$ cat src/rtl/bullet_ctrl.sv
// bullet_ctrl: bullet slot pool with per-frame launch/advance/retire, refire cooldown and pixel hit term.
// Define BULLET_AUTOFIRE_EN to launch on every ready frame while fire is held instead of once per press.
module bullet_ctrl #(
    parameter int NUM_BULLETS = 4,
    parameter int BULL_V      = 4,
    parameter int COOLDOWN    = 8,
    parameter int BULL_W      = 4,
    parameter int BULL_H      = 5,
    parameter int LAUNCH_Y    = 460,
    parameter int TOP_Y       = 3
) (
    input  logic                   clk,
    input  logic                   reset,
    input  logic [10:0]            pix_x,
    input  logic [10:0]            pix_y,
    input  logic [10:0]            ship_x,
    input  logic                   fire,
    input  logic [NUM_BULLETS-1:0] hit_clr,
    output logic                   bull_on,
    output logic [NUM_BULLETS-1:0] slot_active,
    output logic [3:0]             active_cnt,
    output logic                   shot
);
    typedef enum logic {READY, COOL} state_t;
    state_t                 state_q;
    logic [3:0]             cd_q;
    logic                   s1_q, s2_q, pend, tick, launch, shot_q;
    logic [NUM_BULLETS-1:0] act_q, act_d, free;
    logic [10:0]            x_q [NUM_BULLETS];
    logic [10:0]            x_d [NUM_BULLETS];
    logic [10:0]            y_q [NUM_BULLETS];
    logic [10:0]            y_d [NUM_BULLETS];
    logic [2:0]             sel;
    logic [3:0]             cnt_q, cnt_d;

    assign tick = pix_y == 11'd481 && pix_x == 11'd0;

    always_ff @(posedge clk or posedge reset) begin
        if (reset) begin
            s1_q <= 1'b1;
            s2_q <= 1'b1;
        end else begin
            s1_q <= fire;
            s2_q <= s1_q;
        end
    end

`ifdef BULLET_AUTOFIRE_EN
    assign pend = ~s2_q;
`else
    logic s3_q, pend_q;
    // a request lives only until the next frame tick, served or not
    always_ff @(posedge clk or posedge reset) begin
        if (reset) begin
            s3_q   <= 1'b1;
            pend_q <= 1'b0;
        end else begin
            s3_q   <= s2_q;
            pend_q <= tick ? 1'b0 : pend_q | (s3_q & ~s2_q);
        end
    end
    assign pend = pend_q;
`endif

    // slots cleared by hit_clr this cycle are not launch candidates
    always_comb begin
        free   = ~act_q & ~hit_clr;
        launch = tick && state_q == READY && pend && |free;
        sel    = '0;
        for (int i = NUM_BULLETS - 1; i >= 0; i--)
            if (free[i]) sel = 3'(i);
        act_d = act_q;
        x_d   = x_q;
        y_d   = y_q;
        cnt_d = '0;
        for (int i = 0; i < NUM_BULLETS; i++) begin
            if (tick && act_q[i]) begin
                if (y_q[i] < 11'(TOP_Y + BULL_V)) act_d[i] = 1'b0;
                else y_d[i] = y_q[i] - 11'(BULL_V);
            end
            if (launch && sel == 3'(i)) begin
                act_d[i] = 1'b1;
                x_d[i]   = ship_x + 11'd3;
                y_d[i]   = 11'(LAUNCH_Y);
            end
            if (hit_clr[i]) act_d[i] = 1'b0;
            cnt_d = cnt_d + 4'(act_d[i]);
        end
    end

    always_comb begin
        bull_on = 1'b0;
        for (int i = 0; i < NUM_BULLETS; i++)
            if (act_q[i] && pix_x >= x_q[i] && pix_x <= x_q[i] + 11'(BULL_W - 1) &&
                pix_y >= y_q[i] && pix_y <= y_q[i] + 11'(BULL_H - 1))
                bull_on = 1'b1;
    end

    always_ff @(posedge clk or posedge reset) begin
        if (reset) begin
            state_q <= READY;
            cd_q    <= '0;
            act_q   <= '0;
            cnt_q   <= '0;
            shot_q  <= 1'b0;
            for (int i = 0; i < NUM_BULLETS; i++) begin
                x_q[i] <= '0;
                y_q[i] <= '0;
            end
        end else begin
            act_q  <= act_d;
            x_q    <= x_d;
            y_q    <= y_d;
            cnt_q  <= cnt_d;
            shot_q <= launch;
            if (launch) begin
                cd_q    <= 4'(COOLDOWN);
                state_q <= COOLDOWN == 0 ? READY : COOL;
            end else if (tick && state_q == COOL) begin
                cd_q    <= cd_q - 4'd1;
                state_q <= cd_q == 4'd1 ? READY : COOL;
            end
        end
    end

    assign slot_active = act_q;
    assign active_cnt  = cnt_q;
    assign shot        = shot_q;
endmodule

$ cat config.mk
export PLATFORM = sky130hd
export DESIGN_NAME = bullet_ctrl
export DESIGN_NICKNAME = d
export VERILOG_FILES = /design/src/rtl/bullet_ctrl.sv
export SDC_FILE = /design/constraint.sdc
export NUM_CORES = 1
export LEC_CHECK = 0
export CAP_MARGIN = 20
export CORE_MARGIN = 1
export CORE_UTILIZATION = 52
export CTS_CLUSTER_DIAMETER = 60
export DETAILED_ROUTE_END_ITERATION = 8
export PLACE_DENSITY = 0.82
export SLEW_MARGIN = 15
export SYNTH_ARGS = -nofsm -noshare
export SYNTH_HDL_FRONTEND = slang
export SYNTH_SLANG_ARGS = --single-unit
export TNS_END_PERCENT = 50
$ cat constraint.sdc
create_clock -name clk -period 7.85 [get_ports clk]
set_input_delay 1.57 -clock clk [delete_from_list [all_inputs] [get_ports clk]]
set_output_delay 1.57 -clock clk [all_outputs]
set_load 0.005 [all_outputs]
==> impl_metrics.toml, run 1 <==
[logic_synthesis]
synth_fp_nets = 1269
synth_top_area_cell = "dfrtp_1"
ys.flop_type = "dfrtp_1"
yosysMostFrequentCell = "ha_1"
yosysUniqueCellTypes = 61
ys_top_cells_by_count = "ha_1, nand2_1, inv_1, dfrtp_1, xnor2_1"
synth-seq-cells = 97
synth_edf_count = 0
synthArstFlopShare = 1.00
synth_area_per_cell_sq_um = 8.75
syn-instance-count = 1051
synthTopCellsByArea = "dfrtp_1, ha_1, xnor2_1, nand2_1, inv_1"
synthDominantCellAreaShare = 0.256
yosys_warnings = 0
synthesis.area_sq_um = 9200
ys_seq_area_frac = 0.264

[layout]
synthToLayoutAreaGrowth_pct = 10.7
drive_gt1_frac = 0.0455
num-fill-cells = 1523
fin_cells = 1325
nets = 1313
fin_area_sq_um = 10200
antenna-diode-count = 0
multiInputGateArea_sq_um = 6280
seq_area_sq_um = 2430

[setup_path]
rr_startpoint = "y_q[38]"
cp-start-kind = "primary input"
path_max_fanout = 9
required_ps = 6280
cp.arrival_ps = 4840
worst-setup-path-type = "in -> out"
critPathCaptureType = "output port"
reg2reg_to = "active_cnt[1]"
r2r_slack_ps = 4980
reg2reg_depth = 7

[power_and_ir_drop]
ir_worst_vdd_uv = 109
power.density_nw_per_um2 = 111
p_leak_nw = 4.25

[global_route]
top_usage_layer = "met2"
antenna_found_initial = 0
grt_pass1_vias = 7507
use_met2 = 0.426
use_met1 = 0.394
gr-usage-all-layers = 0.275
grt_max_degree = 56
met3_usage = 0.0477
grt_pass1_wl_um = 39200
overflow = 0

[drt]
drt_iter0_markers = 644
ant_nets = 0
viasPerCell = 5.95
wl_per_cell_um = 18.0
drt_wl_total_um = 23800
vias = 7890
first_pass_iters = 5
drc_errors = 0

[sta]
fmax_ghz = 0.156
finalSetupTns_ps = 0
skew_ps = 10.7
post-route-period-util = 0.817
max-slew-margin-rel = 0.295
slew_violations = 0
tightest_slew_ps = 1050
hold_viol = 0
rsz0062_at_grt = "false"
post-route-min-period_ps = 6410
setup_viol = 0

[die]
rows = 48
die-area_sq_um = 18200
initial_utilization = 0.532
core_area_sq_um = 17300
fp.dieH_um = 135
die_x_um = 135
ioPinCount = 50

[cts]
root_buffer = "clkbuf_16"
cts.repair.resized = 0
cts_tree = "built"
cts_buffers = 9
postCtsSetupBuffers = 0
clockBufferDepth = 2
clkLatencyLatePin_ps = 370
postCtsHoldBufs = 0
cts.sinks = 97
clkTransAtPathRegs_ps = 80
htree_levels = 3

[job]
cap_violations = 0

[run_status]
status = "finished clean"

[worst_hold_path]
hold_path.class = "reg -> reg"
hold_path_depth = 0
min_to = "s2_q"
hold_path.startpoint = "s1_q"

[placed_design]
placed_cell_area_sq_um = 9880
portBuffers = 48
gp_congestion = 0.979
dp_cells = 1309
dpl.hpwl_um = 18500
critical path: stages:
cell and delay, ps:
clkdlybuf4s50_1 880, ha_1 350, a21o_1 190, a211o_1 330, o21ai_0 210, a2111oi_0 100
o311a_1 130, or4_1 590, clkdlybuf4s50_1 480
flip-flops by register name (all words and copies together), names as in the netlist, 3 cells and up:
signal       cells
slot_active      4
active_cnt       3
cd_q             4
y_q             36
x_q             44
layout make-up:
cell class	count	area share
multi-input combinational	836	0.617
sequential	97	0.239
timing repair buffer	51	0.0494
inverter	100	0.0371
tap	225	0.0277
clock buffer	9	0.0221
clock inverter	7	0.00750
power breakdown:
part	switching, W	leakage, nW	internal, W
Combinational	0.0000988	2.82	0.0000661
Sequential	0.000000236	1.29	0.000501
Clock	0.000232	0.149	0.000228
Total	0.000331	4.25	0.000794
logic make-up (layout without fill, tap and decap cells):
| kind of cell | after synthesis | in the layout | share of synthesized area |
|---|---|---|---|
| DFF | 97 | 97 | 0.264 |
| and+or+nand+nor | 348 | 348 | 0.210 |
| other | 1 | 1 | 0.000408 |
| xor gates and xnor gates | 96 | 96 | 0.0914 |
| adders and majority gates | 178 | 178 | 0.243 |
| buffers and inverters | 118 | 167 | 0.0525 |
| AOI/OAI and AO/OA | 213 | 213 | 0.139 |
placed cells by master (no fill, tap or decap), drive strengths merged, types with 4 or more instances in the layout:
master         netlist  layout
inv                100     105
nand4               42      42
nand2              102     102
o21ai               93      93
or3                  5       5
nor4b                9       9
or4                  9       9
nor3                30      30
ha                 177     177
clkbuf              10       9
a21oi               52      52
xor2                12      12
a21o                14      14
dfrtp               94      94
nor2                64      64
a211oi              15      15
nand3b               7       7
xnor2               84      84
and3                 8       8
o2111ai              4       4
nor4                18      18
o21a                 4       4
and2                 4       4
o211ai              10      10
clkdlybuf4s50        0      48
nand3               39      39
worst max-delay path by stage:
stage,to,depth (start not counted),slack [ps],from
2_1_floorplan,bull_on,9,3090,pix_x[0]
3_3_place_gp,bull_on,8,1550,pix_y[8]
3_5_place_dp,bull_on,8,1520,pix_y[8]
4_1_cts,bull_on,9,1480,pix_x[9]
5_1_grt,bull_on,10,1380,pix_x[8]
6_report,bull_on,9,1440,pix_x[9]
layer usage:
metal / share of wire / vias to the layer above
met5: 0 / -
met4: 0.018 / 0
met3: 0.070 / 33
met2: 0.44 / 266
met1: 0.47 / 3730
li1: - / 3861
stage by stage:
step                      total power (W)  worst slack, ps  hold WS, ps   util
final                             0.00113             1440          358  0.588
after global placement           0.000667             1550          345  0.571
after CTS                         0.00113             1480          359  0.588
after floorplan                  0.000599             3090          345      -
after detailed placement         0.000672             1520          347  0.571
after global routing              0.00117             1380          365  0.588
Note: power is estimated with default switching activity, not from simulation.
==> inputs of run 2 (changes only) <==
==> constraint.sdc (replaced) <==
create_clock -name clk -period 6.7 [get_ports clk]
set_input_delay 1.34 -clock clk [delete_from_list [all_inputs] [get_ports clk]]
set_output_delay 1.34 -clock clk [all_outputs]
set_load 0.005 [all_outputs]
==> run 2 against run 1 <==
Register-to-register slack worse by 1100 ps. Die area stayed put. Global-route usage is 0.62 points higher. Sequential power is 17% higher. First-iteration DRC count is 3.7% higher. Sequential cell count stayed put. Clock power is 19% higher. Critical path type unchanged. Critical endpoint unchanged. Largest power group unchanged.
==> impl_metrics.toml, run 2 (synthesis gave the netlist of run 1 again) <==
[run_status]
status = "finished clean"

[power_and_ir_drop]
p_leak_nw = 4.28
comb_power_share = 0.148
power.density_nw_per_um2 = 130
ir_worst_vdd_uv = 165
switchingPower_w = 0.000395
p_sw_frac = 0.297
sequentialPowerShare = 0.442
p_int_w = 0.000934
clkPwrFrac = 0.410

[global_route]
grt_pass1_wl_um = 39600
antenna_found_initial = 0
overflow = 0
gr-usage-all-layers = 0.281
grt_max_degree = 59
grt_pass1_vias = 7881

[layout]
mostFrequentLayoutCells = "ha_1, nand2_1, inv_1"
synthToLayoutAreaGrowth_pct = 11.1
multiInputGateArea_sq_um = 6280
largest_register_ffs = 44
fin_area_sq_um = 10200
regMostFlops = "x_q"
layout_commonest_cell = "ha_1"
antenna-diode-count = 0
num-fill-cells = 1503
top_regs = "x_q (44), y_q (36)"
nets = 1317
seq_area_sq_um = 2430
drive_gt1_frac = 0.0489

[sta]
hold_viol = 0
setup_viol = 0
skew_ps = 11.8
slew_violations = 0
rsz0062_at_grt = "false"
post-route-min-period_ps = 5960
finalSetupTns_ps = 0
post-route-period-util = 0.889
setup_ws_ps = 742
tightest_slew_ps = 1030
max-slew-margin-rel = 0.311
fmax_ghz = 0.168

[placed_design]
gp_congestion = 0.952
dpl.hpwl_um = 18500
portBuffers = 48
placed_cell_area_sq_um = 9910
pre_cts_ws_ps = 826

[setup_path]
critPathCaptureType = "output port"
path_cells = "clkdlybuf4s50_1, ha_1, a211oi_1, nor2_1, nor3_1, o21ai_0, a2111oi_0, o311a_1, or4_1, clkdlybuf4s50_1"
worst-setup-path-type = "in -> out"
cp-start-kind = "primary input"
path_delay_family = "buffers and inverters"
cpMaxStageDelayCell = "clkdlybuf4s50_1"
r2r_slack_ps = 3840
required_ps = 5360
cpMostUsedCell = "clkdlybuf4s50_1"
path_max_fanout = 9
cpPeakStageDelay_ps = 830
cp.arrival_ps = 4620
worst-path-buf-inv = 2

[cts]
postCtsHoldBufs = 0
clkTransAtPathRegs_ps = 80
postCtsSetupBuffers = 0
root_buffer = "clkbuf_16"
clkLatencyLatePin_ps = 370
clockBufferDepth = 2
htree_levels = 3
cts_tree = "built"
cts_buffers = 9
cts.repair.resized = 0
cts.sinks = 97

[drt]
wl_per_cell_um = 18.2
ant_nets = 0
drt_iter0_markers = 668
drt_wl_total_um = 24100
vias = 7978
viasPerCell = 6.00
first_pass_iters = 5
drc_errors = 0

[die]
ioPinCount = 50
initial_utilization = 0.532
core_area_sq_um = 17300
die_x_um = 135
rows = 48
die-area_sq_um = 18200
fp.dieH_um = 135

[job]
cap_violations = 0

[worst_hold_path]
hold_path.class = "reg -> reg"
==> run 2: path summary, 6_finish.rpt <==
check                          from       endpoint  cells after the start
setup / recovery           pix_x[4]        bull_on                     10
hold / removal                 s1_q           s2_q                      0
hold reg to reg                s1_q           s2_q                      0
min in group asynchronous     reset        cd_q[2]                      2
max in group asynchronous     reset        y_q[27]                      3
setup reg to reg            y_q[38]  active_cnt[1]                      7
==> run 2: worst register-to-register path, stage by stage (launching register included) <==
cell and delay, ps:
dfrtp_1 450, or4_1 620, nor4b_2 440, a311o_1 380, fa_1 430, inv_1 70
ha_1 140, ha_1 220
==> run 2: final cells by class <==
cell class                 count  area share
multi-input combinational    836       0.615
sequential                    97       0.238
timing repair buffer          55      0.0522
inverter                     100      0.0370
tap                          225      0.0276
clock buffer                   9      0.0220
clock inverter                 7     0.00821
==> run 2: stage by stage <==
stage / hold WS (ps) / utilization / std cells / power (W)
2_1_floorplan: 345 / - / 1051 / 0.000702
3_3_place_gp: 346 / 0.573 / 1313 / 0.000785
3_5_place_dp: 347 / 0.573 / 1313 / 0.000792
4_1_cts: 359 / 0.591 / 1329 / 0.00133
5_1_grt: 369 / 0.591 / 1329 / 0.00138
6_report: 357 / 0.591 / 1329 / 0.00133
==> run 2: power by group through the flow <==
stage / Clock (W) / Sequential (W) / Combinational [W]
after floorplan: 0 / 0.000598 / 0.000103
after global placement: 0 / 0.000598 / 0.000186
after detailed placement: 0 / 0.000598 / 0.000193
after CTS: 0.000548 / 0.000587 / 0.000195
after global routing: 0.000573 / 0.000587 / 0.000220
final: 0.000545 / 0.000587 / 0.000197
==> run 2: layer usage <==
metal  track usage  routed length [um]
met4         0.125                 861
met1         0.387               11300
met2         0.434               10700
met3        0.0462                1340
met5             0                   0
==> inputs of run 3 (changes only) <==
--- a/config.mk
+++ b/config.mk
@@ -7,10 +7,10 @@
 export LEC_CHECK = 0
 export CAP_MARGIN = 20
 export CORE_MARGIN = 1
-export CORE_UTILIZATION = 52
+export CORE_UTILIZATION = 35
 export CTS_CLUSTER_DIAMETER = 60
 export DETAILED_ROUTE_END_ITERATION = 8
-export PLACE_DENSITY = 0.82
+export PLACE_DENSITY = 0.62
 export SLEW_MARGIN = 15
 export SYNTH_ARGS = -nofsm -noshare
 export SYNTH_HDL_FRONTEND = slang
==> run 3 against run 2 <==
Final cell count increased by 8.1%. Register-to-register slack about the same. Critical path depth stayed put. First-iteration DRC count decreased by 23%. Global-route usage is 9.0 points lower. Routed wire length increased by 1.6%. Design area increased by 1.2%. Largest power group unchanged.
==> impl_metrics.toml, run 3 (synthesis gave the netlist of run 1 again) <==
[cts]
clkLatencyLatePin_ps = 360
cts_tree = "built"
cts.sinks = 97
postCtsHoldBufs = 0
clockBufferDepth = 2
postCtsSetupBuffers = 0
clkTransAtPathRegs_ps = 70
cts.repair.resized = 0
cts_buffers = 9
root_buffer = "clkbuf_16"
htree_levels = 3

[layout]
drive_gt1_frac = 0.0497
final_util = 0.406
num-fill-cells = 2542
top_regs = "x_q (44), y_q (36)"
nets = 1319
multiInputGateArea_sq_um = 6280
largest_register_ffs = 44
mostFrequentLayoutCells = "ha_1, nand2_1, inv_1"
layout_commonest_cell = "ha_1"
synthToLayoutAreaGrowth_pct = 12.4
antenna-diode-count = 0
seq_area_sq_um = 2430
regMostFlops = "x_q"

[sta]
fmax_ghz = 0.167
max-slew-margin-rel = 0.308
post-route-period-util = 0.896
slew_violations = 0
whs_ps = 359
finalSetupTns_ps = 0
post-route-min-period_ps = 6000
rsz0062_at_grt = "false"
tightest_slew_ps = 1030
hold_viol = 0
skew_ps = 14.5
setup_viol = 0

[placed_design]
portBuffers = 48
dpl.hpwl_um = 19100
gp_congestion = 0.893

[drt]
wl_per_cell_um = 17.1
vias = 7732
drt_wl_total_um = 24500
first_pass_iters = 5
drc_errors = 0
ant_nets = 0
drt_iter0_markers = 517
viasPerCell = 5.38

[global_route]
gr-usage-all-layers = 0.192
antenna_found_initial = 0
grt_pass1_wl_um = 39600
grt_max_degree = 51
grt_pass1_vias = 7439
overflow = 0

[die]
ioPinCount = 50
rows = 58
die_x_um = 164
die-area_sq_um = 26900
core_area_sq_um = 25500
initial_utilization = 0.361
fp.dieH_um = 164

[power_and_ir_drop]
p_leak_nw = 4.27
power.density_nw_per_um2 = 125
ir_worst_vdd_uv = 108

[setup_path]
crit_start = "pix_x[8]"
required_ps = 5360
critPathCaptureType = "output port"
reg2reg_depth = 9
worst-setup-path-type = "in -> out"
rr_startpoint = "y_q[4]"
cp.arrival_ps = 4660
path_max_fanout = 9
cp-start-kind = "primary input"

[worst_hold_path]
hold_path_depth = 0
hold_path.startpoint = "s1_q"
hold_path.class = "reg -> reg"

[run_status]
status = "finished clean"

[job]
cap_violations = 0
==> run 3: power breakdown <==
| part | total, W | switching, W | internal, W |
|---|---|---|---|
| combinational | 0.000200 | 0.000121 | 0.0000791 |
| sequential | 0.000587 | 0.000000333 | 0.000587 |
| clock | 0.000509 | 0.000245 | 0.000265 |
| total | 0.00130 | 0.000366 | 0.000930 |
==> run 3: layout make-up <==
cell class,instances,area share
Sequential cell,97,0.235
Clock inverter,5,0.00375
Timing Repair Buffer,57,0.0530
Tap cell,330,0.0400
Clock buffer,11,0.0235
Inverter,100,0.0366
Multi-Input combinational cell,836,0.608
==> run 3: routing by layer <==
layer,GRT usage,up-vias,share of wire
met3,0.0199,35,0.032
met4,0.0703,0,0.026
met5,0,-,0
li1,-,3874,-
met1,0.271,3683,0.49
met2,0.300,140,0.45
==> run 3: final timing paths <==
check	slack [ps]	to
worst max-delay path	700	bull_on
worst min-delay path	360	s2_q
worst max register to register	3850	active_cnt[1]
worst min register to register	360	s2_q
max in group asynchronous	4180	x_q[7]
min in group asynchronous	1420	x_q[17]
==> run 3: critical path, cell delays in order <==
cell	delay, ps
clkdlybuf4s50_1	960
ha_1	370
a21oi_1	160
nor2_1	60
a211oi_1	180
o21ai_0	110
a2111oi_0	540
o311a_1	260
or4_1	160
clkdlybuf4s50_1	510
==> run 3: stage by stage <==
step	instance area [sq um]	setup slack [ps]	total power [W]	cells
finish	10300	698	0.00130	1436
floorplan	9200	2400	0.000702	1051
detailed placement	10100	770	0.000799	1420
global placement	10100	822	0.000795	1420
global route	10300	594	0.00135	1436
CTS	10300	673	0.00131	1436
